`src/rtl/tmr16_ctrl.sv`:
```
// 16-bit up-counting timer with a 4-bit prescaler and one-shot or periodic
// auto-reload. The terminal count pulse (TC) is registered and lasts one cycle.
module tmr16_ctrl (
    input  logic        CLK,
    input  logic        CD,
    input  logic        START,
    input  logic        STOP,
    input  logic        MODE,
    input  logic [15:0] LOADV,
    input  logic [3:0]  PS,
    output logic [15:0] Q,
    output logic        BUSY,
    output logic        TC
);

    typedef enum logic [1:0] {S_IDLE, S_LOAD, S_RUN} state_t;

    state_t     state;
    logic [3:0] pre;

    // Four chained nibble incrementers. A nibble steps only when every lower
    // nibble is 4'hF.
    function automatic logic [15:0] nib_inc(input logic [15:0] v);
        logic [15:0] r;
        logic        carry;
        r     = v;
        carry = 1'b1;
        for (int n = 0; n < 4; n++) begin
            r[n*4 +: 4] = v[n*4 +: 4] + {3'b000, carry};
            carry       = carry & (v[n*4 +: 4] == 4'hF);
        end
        return r;
    endfunction

    always_ff @(posedge CLK or posedge CD) begin
        if (CD) begin
            state <= S_IDLE;
            Q     <= 16'h0000;
            pre   <= 4'h0;
            BUSY  <= 1'b0;
            TC    <= 1'b0;
        end else begin
            TC <= 1'b0;
            case (state)
                S_IDLE: begin
                    if (!STOP && START) begin
                        state <= S_LOAD;
                        BUSY  <= 1'b1;
                    end
                end
                S_LOAD: begin
                    if (STOP) begin
                        state <= S_IDLE;
                        BUSY  <= 1'b0;
                    end else begin
                        Q     <= LOADV;
                        pre   <= PS;
                        state <= S_RUN;
                    end
                end
                S_RUN: begin
                    if (STOP) begin
                        state <= S_IDLE;
                        BUSY  <= 1'b0;
                    end else if (START) begin
                        state <= S_LOAD;
                    end else if (pre == 4'hF) begin
                        pre <= PS;
                        if (Q == 16'hFFFF) begin
                            // Terminal tick: periodic mode reloads instead of wrapping to zero.
                            TC <= 1'b1;
                            if (MODE) begin
                                Q <= LOADV;
                            end else begin
                                state <= S_IDLE;
                                BUSY  <= 1'b0;
                            end
                        end else begin
                            Q <= nib_inc(Q);
                        end
                    end else begin
                        pre <= pre + 4'd1;
                    end
                end
                default: begin
                    state <= S_IDLE;
                    BUSY  <= 1'b0;
                end
            endcase
        end
    end

endmodule

```
`config.mk`:
```
export PLATFORM = sky130hd
export DESIGN_NAME = tmr16_ctrl
export DESIGN_NICKNAME = d
export VERILOG_FILES = /design/src/rtl/tmr16_ctrl.sv
export SDC_FILE = /design/constraint.sdc
export NUM_CORES = 1
export LEC_CHECK = 0
export CAP_MARGIN = 30
export CORE_MARGIN = 5
export CORE_UTILIZATION = 37
export CTS_CLUSTER_DIAMETER = 80
export DETAILED_ROUTE_END_ITERATION = 16
export PLACE_DENSITY = 0.67
export RECOVER_POWER = 100
export SETUP_SLACK_MARGIN = 0.15
export SYNTH_ARGS = -nofsm -noshare
export SYNTH_HDL_FRONTEND = slang
export SYNTH_SLANG_ARGS = --single-unit
```
`constraint.sdc`:
```
create_clock -name CLK -period 3.8 [get_ports CLK]
set_input_delay 0.38 -clock CLK [delete_from_list [all_inputs] [get_ports CLK]]
set_output_delay 0.38 -clock CLK [all_outputs]
set_load 0.01 [all_outputs]
```
* After elaboration in Yosys (flattened, before gate mapping)
Index checks and enable logic that the tools add are counted.
** Storage, ports and cells
- Register bits after elaboration :: 24
- RAM bits :: 0
- Input port bits :: 25
- Memories :: 0
- Word-level logic and storage cells :: 74
- Latch bits :: 0
- Memory bits (read-only) :: 0
** Operators by class
- $mul :: 0
- Divide/modulo/power cells :: 0
- Add/sub/neg operators :: 5
- Reductions and logical operators :: 8
- Bitwise logic cells :: 2
- Mux-type cells :: 33
- $lt $le $gt $ge :: 0
- Equal/unequal tests :: 21
- Shifts and indexed selects :: 0
** Operator list (count)
- $mux 16 :: 6
- $pmux 16 s2 :: 1
- $eq 16x16->1 const B :: 1
- $eq 4x4->1 const B :: 4
- $mux 4 :: 4
- $ne 3x3->1 const B :: 5
- $mux 2 :: 7
- $add 4x1->4 :: 3
- $mux 1 :: 12
- $ne 2x2->1 const B :: 6
- $ne 4x4->1 const B :: 3
- $reduce_and 6->1 :: 2
- $add 4x1->4 const B :: 2
- $pmux 4 s2 :: 1
- $reduce_and 4->1 :: 2
- $pmux 2 s3 :: 1
- $pmux 1 s3 :: 1
- $and 1x1->1 :: 2
- $eq 2x1->1 const B :: 1
- $eq 2x2->1 const B :: 1
- $logic_not 2->1 :: 1
- $reduce_bool 2->1 :: 1
- $logic_and 1x1->1 :: 1
- $logic_not 1->1 :: 1

* Longest topological paths before layout
Gate-level depths: netlist (run 1).
- Depth after elaboration :: 9
- Depth in mapped cells :: 8
- Gate-level depth less buffers :: 8

* Least setup slack after synthesis (run 1)
Ideal clock, no wire load.
- Path type :: flip-flop to flip-flop
- From :: register state[0]
- To :: register Q[10]
- Buffers on the path :: 1
- Data required time :: 3.678 ns
- Library setup time :: 0.122 ns
- Setup slack :: 2.000 ns
- Stages on the path, launching flop included :: 7
- Arrival :: 1.678 ns
- Cell sequence :: dfrtp_1 -> or3b_1 -> a21o_2 -> a211o_4 -> buf_6 -> o21ai_2 -> o21ai_1
** On the way
- Word-level cells in the longest chain between the ends :: 3
- Elaborated cells between the ends (all ways) :: 10
** Ends and longest elaborated chain
- start, declared :: line 18 : state_t state;
- start signal, assigned :: line 37 : state <= S_IDLE;
- start signal, assigned :: line 47 : state <= S_LOAD;
- start signal, assigned :: line 53 : state <= S_IDLE;
- $eq 2x2->1 / $eq 2x1->1 (equally long branches) :: line 44 : case (state)
- $ne 3x3->1 (no line) (tied with other cells)
- $reduce_and 6->1 (no line)
- end signal, assigned :: line 79 : Q <= nib_inc(Q);
- end, declared :: line 11 : output logic [15:0] Q,
Parallel ways exist; a longest one is shown, timed or not.
A chain may end at the register's enable or synchronous reset.

* Worst setup path in the final report (run 1)
- From :: register Q[5]
- To :: register Q[15]
** On the way
- Word-level cells in the longest chain between the ends :: 9
- Elaborated cells between the ends (all ways) :: 12
** Ends and longest elaborated chain
- $eq 4x4->1 :: line 30 : carry = carry & (v[n*4 +: 4] == 4'hF);
- $and 1x1->1 (2 in a row) :: line 30
- $add 4x1->4 :: line 29 : r[n*4 +: 4] = v[n*4 +: 4] + {3'b000, carry};
- $mux 16 :: line 69 : if (Q == 16'hFFFF) begin
- $mux 16 :: line 67 : end else if (pre == 4'hF) begin
- $mux 16 :: line 65 : end else if (START) begin
- $mux 16 :: line 62 : if (STOP) begin
- $pmux 16 s2 :: line 44
Parallel ways exist; a longest one is shown, timed or not. The select of a mux whose other input is x is not followed.

==> results of run 1 <==
## critical path, delay by kind of cell (launching register included)
family | cells | cell delay, ns
AND/OR/NAND/NOR | 2 | 1.08
AO/OA/AOI/OAI | 3 | 0.89
flip-flops | 1 | 0.42
## layout make-up
type                            instances  area [um^2]  area share
Timing Repair Buffer                   44        431.7      0.2195
Sequential cell                        24        600.6      0.3053
Multi-Input combinational cell        133        804.5      0.4090
Inverter                                7        26.28     0.01336
Tap cell                               50        62.56     0.03181
Clock buffer                            3        41.29     0.02099
## stage by stage
stage / power (mW) / area [um^2] / cells / hold WS (ns) / worst slack (ns)
after floorplan: 0.5780 / 1516 / 170 / 0.3946 / 2.000
after global placement: 0.7508 / 1953 / 257 / 0.5023 / 1.403
after detailed placement: 0.7582 / 1981 / 258 / 0.5358 / 1.339
after CTS: 0.9073 / 2022 / 261 / 0.3965 / 1.613
after global routing: 0.9293 / 1967 / 261 / 0.5364 / 1.015
final: 0.8650 / 1967 / 261 / 0.4857 / 1.323
## cells by family (layout without fill, tap and decap cells)
kind of cell	Yosys count	count (layout)	share of synthesized area
buf+inv	13	54	0.05280
flops	24	24	0.3960
mux	2	2	0.01320
simple gates	68	68	0.2352
compound gates	55	55	0.2368
fa+ha+maj	8	8	0.06601
## metal layers
metal | part of all wire | track usage | vias up
met5 | 0 | 0 | -
met4 | 0.0048 | 0.03018 | 0
met3 | 0.047 | 0.02432 | 4
met2 | 0.46 | 0.2156 | 34
met1 | 0.49 | 0.2039 | 612
li1 | - | - | 696
## report_power, final
part / internal [mW] / switching [mW] / total (mW) / leakage (nW)
sequential: 0.324 / 0.0841 / 0.408 / 0.285
combinational: 0.164 / 0.147 / 0.311 / 0.507
clock: 0.0708 / 0.0749 / 0.146 / 0.0216
total: 0.559 / 0.305 / 0.865 / 0.814
## Yosys cell counts (2+ instances only)
| cell type | n | area, um^2 |
|---|---|---|
| a21oi_1 | 18 | 90.09 |
| a31oi_1 | 7 | 43.79 |
| and2_1 | 2 | 12.51 |
| buf_6 | 4 | 45.04 |
| dfrtp_1 | 24 | 600.6 |
| ha_1 | 8 | 100.1 |
| inv_1 | 7 | 26.28 |
| mux2i_1 | 2 | 20.02 |
| nand2_1 | 19 | 71.32 |
| nand2b_1 | 2 | 12.51 |
| nand3_1 | 8 | 40.04 |
| nand4_1 | 2 | 12.51 |
| nor2_1 | 16 | 60.06 |
| nor3_1 | 5 | 25.02 |
| nor3b_1 | 4 | 30.03 |
| nor4_1 | 2 | 12.51 |
| o21ai_0 | 13 | 65.06 |
| o21ai_1 | 4 | 20.02 |
| o22ai_1 | 4 | 25.02 |
## sequential cells by signal, indices dropped and copies added (netlist names)
register and count:
Q 16, pre 4, state 2, BUSY 1, TC 1
## final timing paths
| path | startpoint | end | slack [ns] | cells past startpoint |
|---|---|---|---|---|
| hold reg to reg | BUSY | BUSY | 0.53 | 2 |
| setup / recovery | Q[5] | Q[15] | 1.32 | 5 |
| hold / removal | CD | BUSY | 0.49 | 2 |
| setup reg to reg | Q[5] | Q[15] | 1.32 | 5 |
| max in group asynchronous | CD | pre[1] | 2.15 | 3 |
| min in group CLK | BUSY | BUSY | 0.53 | 2 |
==> run summary, run 1 <==
setup violators final: 0
Final nets: 246
Root Buffer: clkbuf_8
CP Max Fanout: 17
Post-synth EDFFs: 0
global-route wire length before repair: 6.072 mm
leakage power: 0.8135 nW
placer's final routability congestion estimate: 0.7889
grt ovf: 0
initial antenna violation count: 0
HP Class: in -> async
post-route minimum period: 2.477 ns
TritonCTS Buffers: 3
Crit-path slowest cell: nor4_1
Slew Viols, Final: 0
fin util: 0.4917
Critical Path RT: 3.98 ns
DRT Wirelength: 3.550 mm
Async SR Flop Fraction: 1.000
CP Class: reg -> reg
P&R area growth vs syn: 29.70%
CTS Sinks: 24
Post-Route Skew: 0.001151 ns
vias in the first global route: 1,286
CTS resizes: 0
setup TNS: 0 ns
Post CTS Setup Buffer Count: 0
Max clock buf depth: 2
CTS tree: done
clk slew on worst S/H paths: 0.08 ns
crit start category: flip-flop
Yosys reg bits: 24
vias per cell: 5.157
die area: 5479 um^2
Initial Util: 0.3791
max-cap check violation count: 0
Setup crit end kind: flip-flop
H-tree depth: 1
Period Utilization, post-route: 0.6517
sequential fraction of the synthesis area: 0.3960
synth unique cells: 38
layout cells sized above 1: 0.03791
Post-Syn Nets: 203
unrepaired setup endpoints after global routing: no
HPWL after detailed placement: 2.662 mm
die height: 74.02 um
DR WL/cell: 13.60 um
Ys Warns: 0
drt pass-1 iters: 4
Arr. time, crit path: 2.65 ns
crit-path cells: nand4_1, nor4_1, a211o_1, a21oi_1, o22ai_1
Post-Syn Instances: 170
clock latency on the worst-skew pair: 0.26 ns
FP Rows: 23
Rel. slew slack: 0.3580
final hold viol count: 0
Worst IR Drop VDD: 189.7 uV
I/O Pins: 43
highest clock rate: 403.8 MHz
ys flop type: dfrtp_1
leading cell type in the layout, fill and taps excluded: dfrtp_1
routed vias: 1,346
core region area: 4000 um^2
status: completed
Horiz. Die Dim: 74.02 um
# port buffers: 42
Post-CTS Hold Fix Bufs: 0
gr usage total: 0.1393
initial DRC count: 49
pin count of the biggest net entering global routing: 20
delay of the slowest critical-path stage: 0.80 ns
pwr/cell area: 439.8 nW/um^2
# diodes: 0
Syn Area/Cell: 8.920 um^2
fill count: 390
Mapped Area: 1516 um^2
Residual DRC: 0
most frequent cells in the layout: 24 x dfrtp_1, 22 x clkdlybuf4s50_1, 20 x dlygate4sd3_1
remaining antenna violation count after routing: 0
Slew @ Worst Pin: 0.9630 ns
Power figures use the tool's default switching activity.
==> inputs of run 2 (changes only) <==
--- a/config.mk
+++ b/config.mk
@@ -10,7 +10,7 @@
 export CORE_UTILIZATION = 37
 export CTS_CLUSTER_DIAMETER = 80
 export DETAILED_ROUTE_END_ITERATION = 16
-export PLACE_DENSITY = 0.67
+export PLACE_DENSITY = 0.69
 export RECOVER_POWER = 100
 export SETUP_SLACK_MARGIN = 0.15
 export SYNTH_ARGS = -nofsm -noshare
==> constraint.sdc (replaced) <==
create_clock -name CLK -period 2.1 [get_ports CLK]
set_input_delay 0.21 -clock CLK [delete_from_list [all_inputs] [get_ports CLK]]
set_output_delay 0.21 -clock CLK [all_outputs]
set_load 0.01 [all_outputs]
==> run 2 against run 1 <==
Final cell count rose by 4.6%; first-iteration DRC count rose by 47%; combinational power rose by 100%; sequential power rose by 84%; sequential share of layout area fell by 2.0 points; critical endpoint is now Q[11].
==> run summary, run 2 (synthesis gave the netlist of run 1 again) <==
status: completed
# placed instances: 264 (+2.3%)
delay of the slowest critical-path stage: 0.46 ns (-0.34 ns)
max-cap check violation count: 0 (unchanged)
gr busiest metal: met2
CP Class: reg -> reg
clk slew on worst S/H paths: 0.09 ns (about the same)
HP Class: in -> reg
most frequent cells in the layout: 24 x dfrtp_1, 23 x clkdlybuf4s50_1, 19 x nand2_1, 19 x dlygate4sd3_1, 18 x a21oi_1
fill count: 380 (-2.6%)
initial antenna violation count: 0 (unchanged)
gr usage total: 0.1474 (+0.008121)
min setup slack post-route: 0.2132 ns (-1.110 ns)
leakage power: 0.8831 nW (+8.5%)
vias per cell: 5.300 (+2.8%)
global-route wire length before repair: 6.382 mm (+5.1%)
crit start category: flip-flop
vias in the first global route: 1,442 (+12%)
leading cell type in the layout, fill and taps excluded: dfrtp_1
H-tree depth: 1 (unchanged)
biggest registers after layout: Q: 16 flops, pre: 4 flops, state: 2 flops
Setup crit end kind: flip-flop
Reg with most FFs: Q
Root Buffer: clkbuf_8
final hold viol count: 0 (unchanged)
Final nets: 258 (+4.9%)
pin count of the biggest net entering global routing: 25 (+25%)
max reg flops: 16 (unchanged)
clock latency on the worst-skew pair: 0.27 ns (about the same)
Crit-path slowest cell: dfrtp_1
Initial Util: 0.3791 (unchanged)
CTS tree: done
Period Utilization, post-route: 0.8985 (+0.2468)
Final Non-Filler Cells: 273 (+4.6%)
grt ovf: 0 (unchanged)
dpl ws: 0.07360 ns (-1.266 ns)
# diodes: 0 (unchanged)
post-route minimum period: 1.887 ns (-0.5897 ns)
core region area: 4000 um^2 (unchanged)
Max clock buf depth: 2 (unchanged)
remaining antenna violation count after routing: 0 (unchanged)
initial DRC count: 72 (+47%)
routed vias: 1,447 (+7.5%)
setup TNS: 0 ns (unchanged)
met2 Use GR: 0.2382 (+0.02264)
Post-Route Skew: 0.007732 ns (+0.006581 ns)
Slew Viols, Final: 0 (unchanged)
Arr. time, crit path: 2.05 ns (-0.60 ns)
placer's final routability congestion estimate: 0.8218 (+4.2%)
unrepaired setup endpoints after global routing: yes
DRT Wirelength: 3.798 mm (+7.0%)
I/O Pins: 43 (unchanged)
P&R area growth vs syn: 39.03%
setup violators final: 0 (unchanged)
layout cells sized above 1: 0.1211 (+0.08316)
DR WL/cell: 13.91 um (+2.3%)
HPWL after detailed placement: 2.747 mm (+3.2%)
CTS Sinks: 24 (unchanged)
fin util: 0.5271 (+0.03535)
Horiz. Die Dim: 74.02 um (unchanged)
FP Rows: 23 (unchanged)
CP Max Fanout: 11 (-6)
Slew @ Worst Pin: 1.290 ns (+0.3268 ns)
Residual DRC: 0 (unchanged)
pwr/cell area: 783.1 nW/um^2 (+78%)
Tot Pwr: 1.651 mW (+91%)
Post-CTS Hold Fix Bufs: 0 (unchanged)
Critical Path RT: 2.26 ns (-1.72 ns)
highest clock rate: 530.0 MHz (+31%)
crit-path cells: ha_4, nand3_2, buf_4, o41ai_4, clkbuf_2, nor3_1, a21oi_1, o22ai_1
drt pass-1 iters: 4 (unchanged)
GR Util met3: 0.02973 (+0.005405)
die height: 74.02 um (unchanged)
Worst IR Drop VDD: 375.5 uV (+98%)
die area: 5479 um^2 (unchanged)
# port buffers: 42 (unchanged)
TritonCTS Buffers: 3 (unchanged)
Rel. slew slack: 0.1401 (-0.2179)
met1 global-route usage: 0.1970 (-0.006877)
run 2: power breakdown:
group	internal (mW)	switching, mW	leakage [nW]
sequential	0.586	0.165	0.285
combinational	0.339	0.283	0.576
clock	0.129	0.150	0.0216
total	1.05	0.597	0.883
run 2: worst max-delay path, delay by kind of cell (launching register included):
| family | cells | cell delay [ns] |
|---|---|---|
| adder cells (fa/ha/maj) | 1 | 0.18 |
| flip-flops | 1 | 0.46 |
| AND/OR/NAND/NOR | 2 | 0.20 |
| buffers and inverters | 2 | 0.48 |
| AO/OA/AOI/OAI | 3 | 0.45 |
run 2: final timing paths:
check                          from      to  slack (ns)  depth (start not counted)
hold reg to reg                BUSY    BUSY        0.52                          2
min in group asynchronous        CD  pre[3]        0.65                          3
max in group asynchronous        CD    Q[6]        0.68                          3
hold / removal             LOADV[8]    Q[8]        0.49                          3
setup / recovery               Q[0]   Q[11]        0.21                          8
setup reg to reg               Q[0]   Q[11]        0.21                          8
run 2: per-stage QoR:
step | cell area [um^2] | hold WS [ns]
after floorplan | 1516 | 0.2246
after global placement | 2006 | 0.4966
after detailed placement | 2006 | 0.5114
after CTS | 2049 | 0.2974
after global routing | 2108 | 0.4952
final | 2108 | 0.4872
run 2: final cells by class:
| class | count | area [um^2] | area share |
|---|---|---|---|
| repair buffers | 56 | 519.2 | 0.2463 |
| clock buffers | 3 | 41.29 | 0.01958 |
| well taps | 50 | 62.56 | 0.02967 |
| flip-flops and latches | 24 | 600.6 | 0.2849 |
| inverters | 7 | 26.28 | 0.01246 |
| multi-input cells | 133 | 858.3 | 0.4071 |
run 2: routing by layer:
metal | part of all wire | vias up
met5 | 0 | -
met4 | 0.011 | 0
met3 | 0.057 | 5
met2 | 0.47 | 48
met1 | 0.46 | 672
li1 | - | 722
run 2: timing repair:
item | 4_1_cts | 5_1_grt
gates resized for setup | 1 | 9
pin swaps | 0 | 2
setup endpoints to repair | 12 | 17
cloned | 0 | 0
setup buffers | 0 | 6
==> edit 1, RTL diff (settings of run 2) <==
Register the input `MODE` before use, cleared by the reset. The logic sees it one clock later. The other inputs are not delayed to match.
--- a/src/rtl/tmr16_ctrl.sv
+++ b/src/rtl/tmr16_ctrl.sv
@@ -14,6 +14,16 @@
 );
 
     typedef enum logic [1:0] {S_IDLE, S_LOAD, S_RUN} state_t;
+
+    logic MODE_q;
+
+    always_ff @(posedge CLK or posedge CD) begin
+        if (CD) begin
+            MODE_q <= '0;
+        end else begin
+            MODE_q <= MODE;
+        end
+    end
 
     state_t     state;
     logic [3:0] pre;
@@ -69,7 +79,7 @@
                         if (Q == 16'hFFFF) begin
                             // Terminal tick: periodic mode reloads instead of wrapping to zero.
                             TC <= 1'b1;
-                            if (MODE) begin
+                            if (MODE_q) begin
                                 Q <= LOADV;
                             end else begin
                                 state <= S_IDLE;
Behaviour: not the same (a bounded check fails within 4 cycles, from zero or initial values).
==> edit 1 against run 2 <==
Cell count decreased by 3.3%; combinational power increased by 18%; sequential cell count grew 1; synthesized cell count is 4.1% lower; worst setup slack worse by 0.032 ns; wire length shrank 4.5%; utilization increased by 0.24 points; power grew 10%; area after synthesis is 2.6% higher; first-iteration DRC count is 38% lower; die area grew 2.3%; global-route usage down 0.62 points; cell area rose by 1.2%; highest routed layer unchanged.
==> edit 1: results <==
export IMPL_cts_resized=0
export IMPL_antenna_cells=0
export IMPL_synth_top_family_by_area="simple AND/OR/NAND/NOR gates"
export IMPL_wl_met3_um=220
export IMPL_first_iter_violations=45
export IMPL_status="finished, final reports clean"
export IMPL_synthArstFlopShare_pct=100.0
export IMPL_dpl_cell_count=255
export IMPL_leakage_nw=0.9021
export IMPL_synth_area_mux_share_pct=5.145
export IMPL_post_place_ws_ns=0.06787
export IMPL_dr_pass1_iters=4
export IMPL_cp_arrival_ns=2.08
export IMPL_crit_fanout=4
export IMPL_yosys_warnings=0
export IMPL_fin_skew_ns=0.002309
export IMPL_peakVddDrop_mv=0.4906
export IMPL_dp_hpwl_um=2591
export IMPL_wl_met1_um=1617
export IMPL_seq_area_frac_synth_pct=40.19
export IMPL_rr_endpoint="Q[14]"
export IMPL_gp_congestion=0.7525
export IMPL_synth_area_top_cells="dfrtp_1 40%, ha_1 6.4%, mux2i_1 5.1%"
export IMPL_avgRoutedWirePerCell_um=13.73
export IMPL_grt_pass1_wl_um=6237
export IMPL_wl_met2_um=1779
export IMPL_netlist_instances=163
export IMPL_globalRouteMet1Util_pct=17.91
export IMPL_vias=1364
export IMPL_synth_net_count=196
export IMPL_worst_slew_pin_slew_ns=1.386
export IMPL_h_tree_depth=1
export IMPL_synthAdderAreaFrac_pct=6.431
export IMPL_ff2ff_path_depth=8
export IMPL_synth_compound_area_share_pct=19.13
export IMPL_synthTopCellsByCount="25 x dfrtp_1, 21 x nand2_1, 12 x nor2_1, 8 x ha_1, 8 x mux2i_1"
export IMPL_nets=248
export IMPL_top_layer="met4"
export IMPL_numCtsBuffers=3
export IMPL_grt_util_met3_pct=4.139
export IMPL_place_area_um2=2046
export IMPL_use_met2_pct=24.18
export IMPL_ff2ff_setup_slack_ns=0.18
export IMPL_cts_reportedPaths_clkPinSlew_ns=0.09
export IMPL_clock_tree_root_cell="clkbuf_8"
export IMPL_grt_usage_pct=14.13
export IMPL_grt_max_degree=33
export IMPL_hold_end="pre[0]"
export IMPL_first_global_vias=1343
export IMPL_via_per_inst=5.167
export IMPL_drive_above_1_share_pct=10.28
export IMPL_io_buffer_count=42
export IMPL_postCtsSetupBuffers=1
export IMPL_hold_path_startpoint="PS[0]"
export IMPL_multi_input_area_um2=849.6
export IMPL_yosysUniqueCellTypes=43
export IMPL_insertion_delay_ns=0.27
export IMPL_n_fill_cell=392
export IMPL_holdWs_ns=0.4908
export IMPL_fin_crit_ns=1.919
-- edit 1: changes by cell type after synthesis, moves of 3 or more --
cell	delta
a21boi_1	+3
a21oi_1	-13
nand4_1	+3
a21o_1	+3
o22ai_1	-3
o21ai_0	-6
nand3_1	-3
nor2_1	-4
mux2i_1	+6
-- edit 1: cell type report --
| class | instances | share of cell area (%) |
|---|---|---|
| multi-input combinational | 124 | 39.82 |
| sequential | 25 | 29.33 |
| timing repair buffer | 54 | 24.57 |
| tap | 50 | 2.933 |
| clock buffer | 4 | 2.111 |
| inverter | 7 | 1.232 |
-- edit 1: critical path, cell delays in order, from the launching register on --
cell	delay [ns]
dfrtp_1	0.39
ha_1	0.23
nand3_1	0.22
nor3_1	0.10
ha_1	0.21
ha_1	0.19
nor3b_1	0.14
a21o_1	0.16
a22o_1	0.17
-- edit 1: where the power goes --
part           internal (mW)  switching [mW]  total [mW]
sequential             0.631           0.172       0.803
combinational          0.406           0.324       0.730
clock                  0.136           0.152       0.287
==> edit 2, RTL diff (settings of run 2) <==
Without the edit above. Register the output `Q` once more, without a reset; this adds one clock of latency there. The other outputs are not delayed to match.
--- a/src/rtl/tmr16_ctrl.sv
+++ b/src/rtl/tmr16_ctrl.sv
@@ -14,6 +14,8 @@
 );
 
     typedef enum logic [1:0] {S_IDLE, S_LOAD, S_RUN} state_t;
+
+    logic [15:0] Q_s0;
 
     state_t     state;
     logic [3:0] pre;
@@ -35,7 +37,7 @@
     always_ff @(posedge CLK or posedge CD) begin
         if (CD) begin
             state <= S_IDLE;
-            Q     <= 16'h0000;
+            Q_s0  <= 16'h0000;
             pre   <= 4'h0;
             BUSY  <= 1'b0;
             TC    <= 1'b0;
@@ -53,7 +55,7 @@
                         state <= S_IDLE;
                         BUSY  <= 1'b0;
                     end else begin
-                        Q     <= LOADV;
+                        Q_s0  <= LOADV;
                         pre   <= PS;
                         state <= S_RUN;
                     end
@@ -66,17 +68,17 @@
                         state <= S_LOAD;
                     end else if (pre == 4'hF) begin
                         pre <= PS;
-                        if (Q == 16'hFFFF) begin
+                        if (Q_s0 == 16'hFFFF) begin
                             // Terminal tick: periodic mode reloads instead of wrapping to zero.
                             TC <= 1'b1;
                             if (MODE) begin
-                                Q <= LOADV;
+                                Q_s0 <= LOADV;
                             end else begin
                                 state <= S_IDLE;
                                 BUSY  <= 1'b0;
                             end
                         end else begin
-                            Q <= nib_inc(Q);
+                            Q_s0 <= nib_inc(Q_s0);
                         end
                     end else begin
                         pre <= pre + 4'd1;
@@ -90,5 +92,9 @@
         end
     end
 
+    always_ff @(posedge CLK) begin
+        Q <= Q_s0;
+    end
+
 endmodule
 
Check against the original RTL: not equivalent (a bounded check fails within 4 cycles, from zero or initial values).
==> edit 2 against run 2 <==
Fmax is 0.80% higher; non-clock buffer count is 2 lower; worst setup slack better by 0.015 ns; clock power is 140% higher; power is 41% higher; critical path type unchanged; cell area is 17% higher; cell count is 7.3% higher; clock skew hardly changed; via count is 2.2% higher; largest power group unchanged; combinational power is 13% lower; wire length is 3.6% higher; sequential cell count is 16 higher; area after synthesis is 17% higher; sequential power is 49% higher.
==> edit 2: results <==
export IMPL_globalRouteMet1Util_pct=16.74
export IMPL_first_global_vias=1424
export IMPL_critPathTopFamily="simple AND/OR/NAND/NOR gates"
export IMPL_synth_area_top_cells="dfrtp_1 34%, dfxtp_1 18%, ha_1 5.6%"
export IMPL_multi_input_area_um2=792.0
export IMPL_nets=271
export IMPL_seq_area_frac_synth_pct=51.87
export IMPL_max_stage_delay_ns=0.41
export IMPL_use_met2_pct=21.80
export IMPL_synth_net_count=217
export IMPL_gp_congestion=0.8388
export IMPL_netlist_instances=184
export IMPL_drive_above_1_share_pct=10.04
export IMPL_largest_registers="Q: 16 flops, Q_s0: 16 flops, pre: 4 flops"
export IMPL_r2r_start="Q_s0[1]"
export IMPL_numCtsBuffers=5
export IMPL_layoutNonFillerInstCount=293
export IMPL_n_clock_buffer=6
export IMPL_routed_wirelength_um=3933
export IMPL_place_area_um2=2286
export IMPL_cp_arrival_ns=2.08
export IMPL_n_fill_cell=429
export IMPL_worst_slew_pin_slew_ns=1.376
export IMPL_dp_hpwl_um=2727
export IMPL_holdWs_ns=0.4311
export IMPL_hold_path_class="flop to flop"
export IMPL_hold_end="Q[7]"
export IMPL_synthArstFlopShare_pct=60.00
export IMPL_insertion_delay_ns=0.30
export IMPL_n_tap_cell=54
export IMPL_cts_sinks=40
export IMPL_post_place_ws_ns=0.05246
export IMPL_synthTopCellsByCount="24 x dfrtp_1, 21 x nand2_1, 16 x dfxtp_1, 14 x nor2_1, 13 x a21oi_1"
export IMPL_dpl_cell_count=280
export IMPL_num_nonclk_inverters=11
export IMPL_status="finished, final reports clean"
export IMPL_buffers=54
[edit 2: cell count changes in the layout (fill, tap and decap cells not counted), sizes merged, moves of 3 or more]
cell / run 2 / this run
dfxtp: 0 / 16
o21ai: 18 / 11
a21oi: 19 / 13
mux2i: 2 / 8
inv: 7 / 11
a22oi: 0 / 3
[edit 2: cells by family (layout without fill, tap and decap cells)]
| kind of cell | after synthesis | after routing | share of synthesized area [%] |
|---|---|---|---|
| adder cells (fa/ha/maj) | 8 | 8 | 5.638 |
| multiplexers | 8 | 8 | 4.510 |
| flip-flops | 40 | 40 | 51.87 |
| buffers and inverters | 18 | 73 | 4.299 |
| AND/OR/NAND/NOR | 66 | 66 | 19.03 |
| AO/OA/AOI/OAI | 44 | 44 | 14.66 |
[edit 2: per-layer routing]
| metal | share of wire [%] | vias up |
|---|---|---|
| met5 | 0 | - |
| met4 | 2.4 | 0 |
| met3 | 5.8 | 8 |
| met2 | 46 | 44 |
| met1 | 45 | 668 |
| li1 | - | 759 |
[edit 2: power groups by stage]
stage                     Combinational [mW]  Clock [mW]  Sequential [mW]
after floorplan                        0.248           0             1.15
after global placement                 0.564           0             1.13
after detailed placement               0.570           0             1.14
after CTS                              0.574       0.675             1.12
after global routing                   0.605       0.709             1.15
final                                  0.541       0.663             1.12
[edit 2: how the worst max path moves through the flow]
stage | start | to | slack [ns] | cells after the start
after global routing | Q_s0[0] | Q_s0[0] | 0.09 | 8
final | Q_s0[1] | Q_s0[6] | 0.23 | 8
after floorplan | Q_s0[0] | Q_s0[11] | 0.28 | 7
after detailed placement | Q_s0[0] | Q_s0[15] | 0.05 | 6
after global placement | START | Q_s0[15] | 0.14 | 6
after CTS | Q_s0[0] | Q_s0[14] | 0.18 | 8
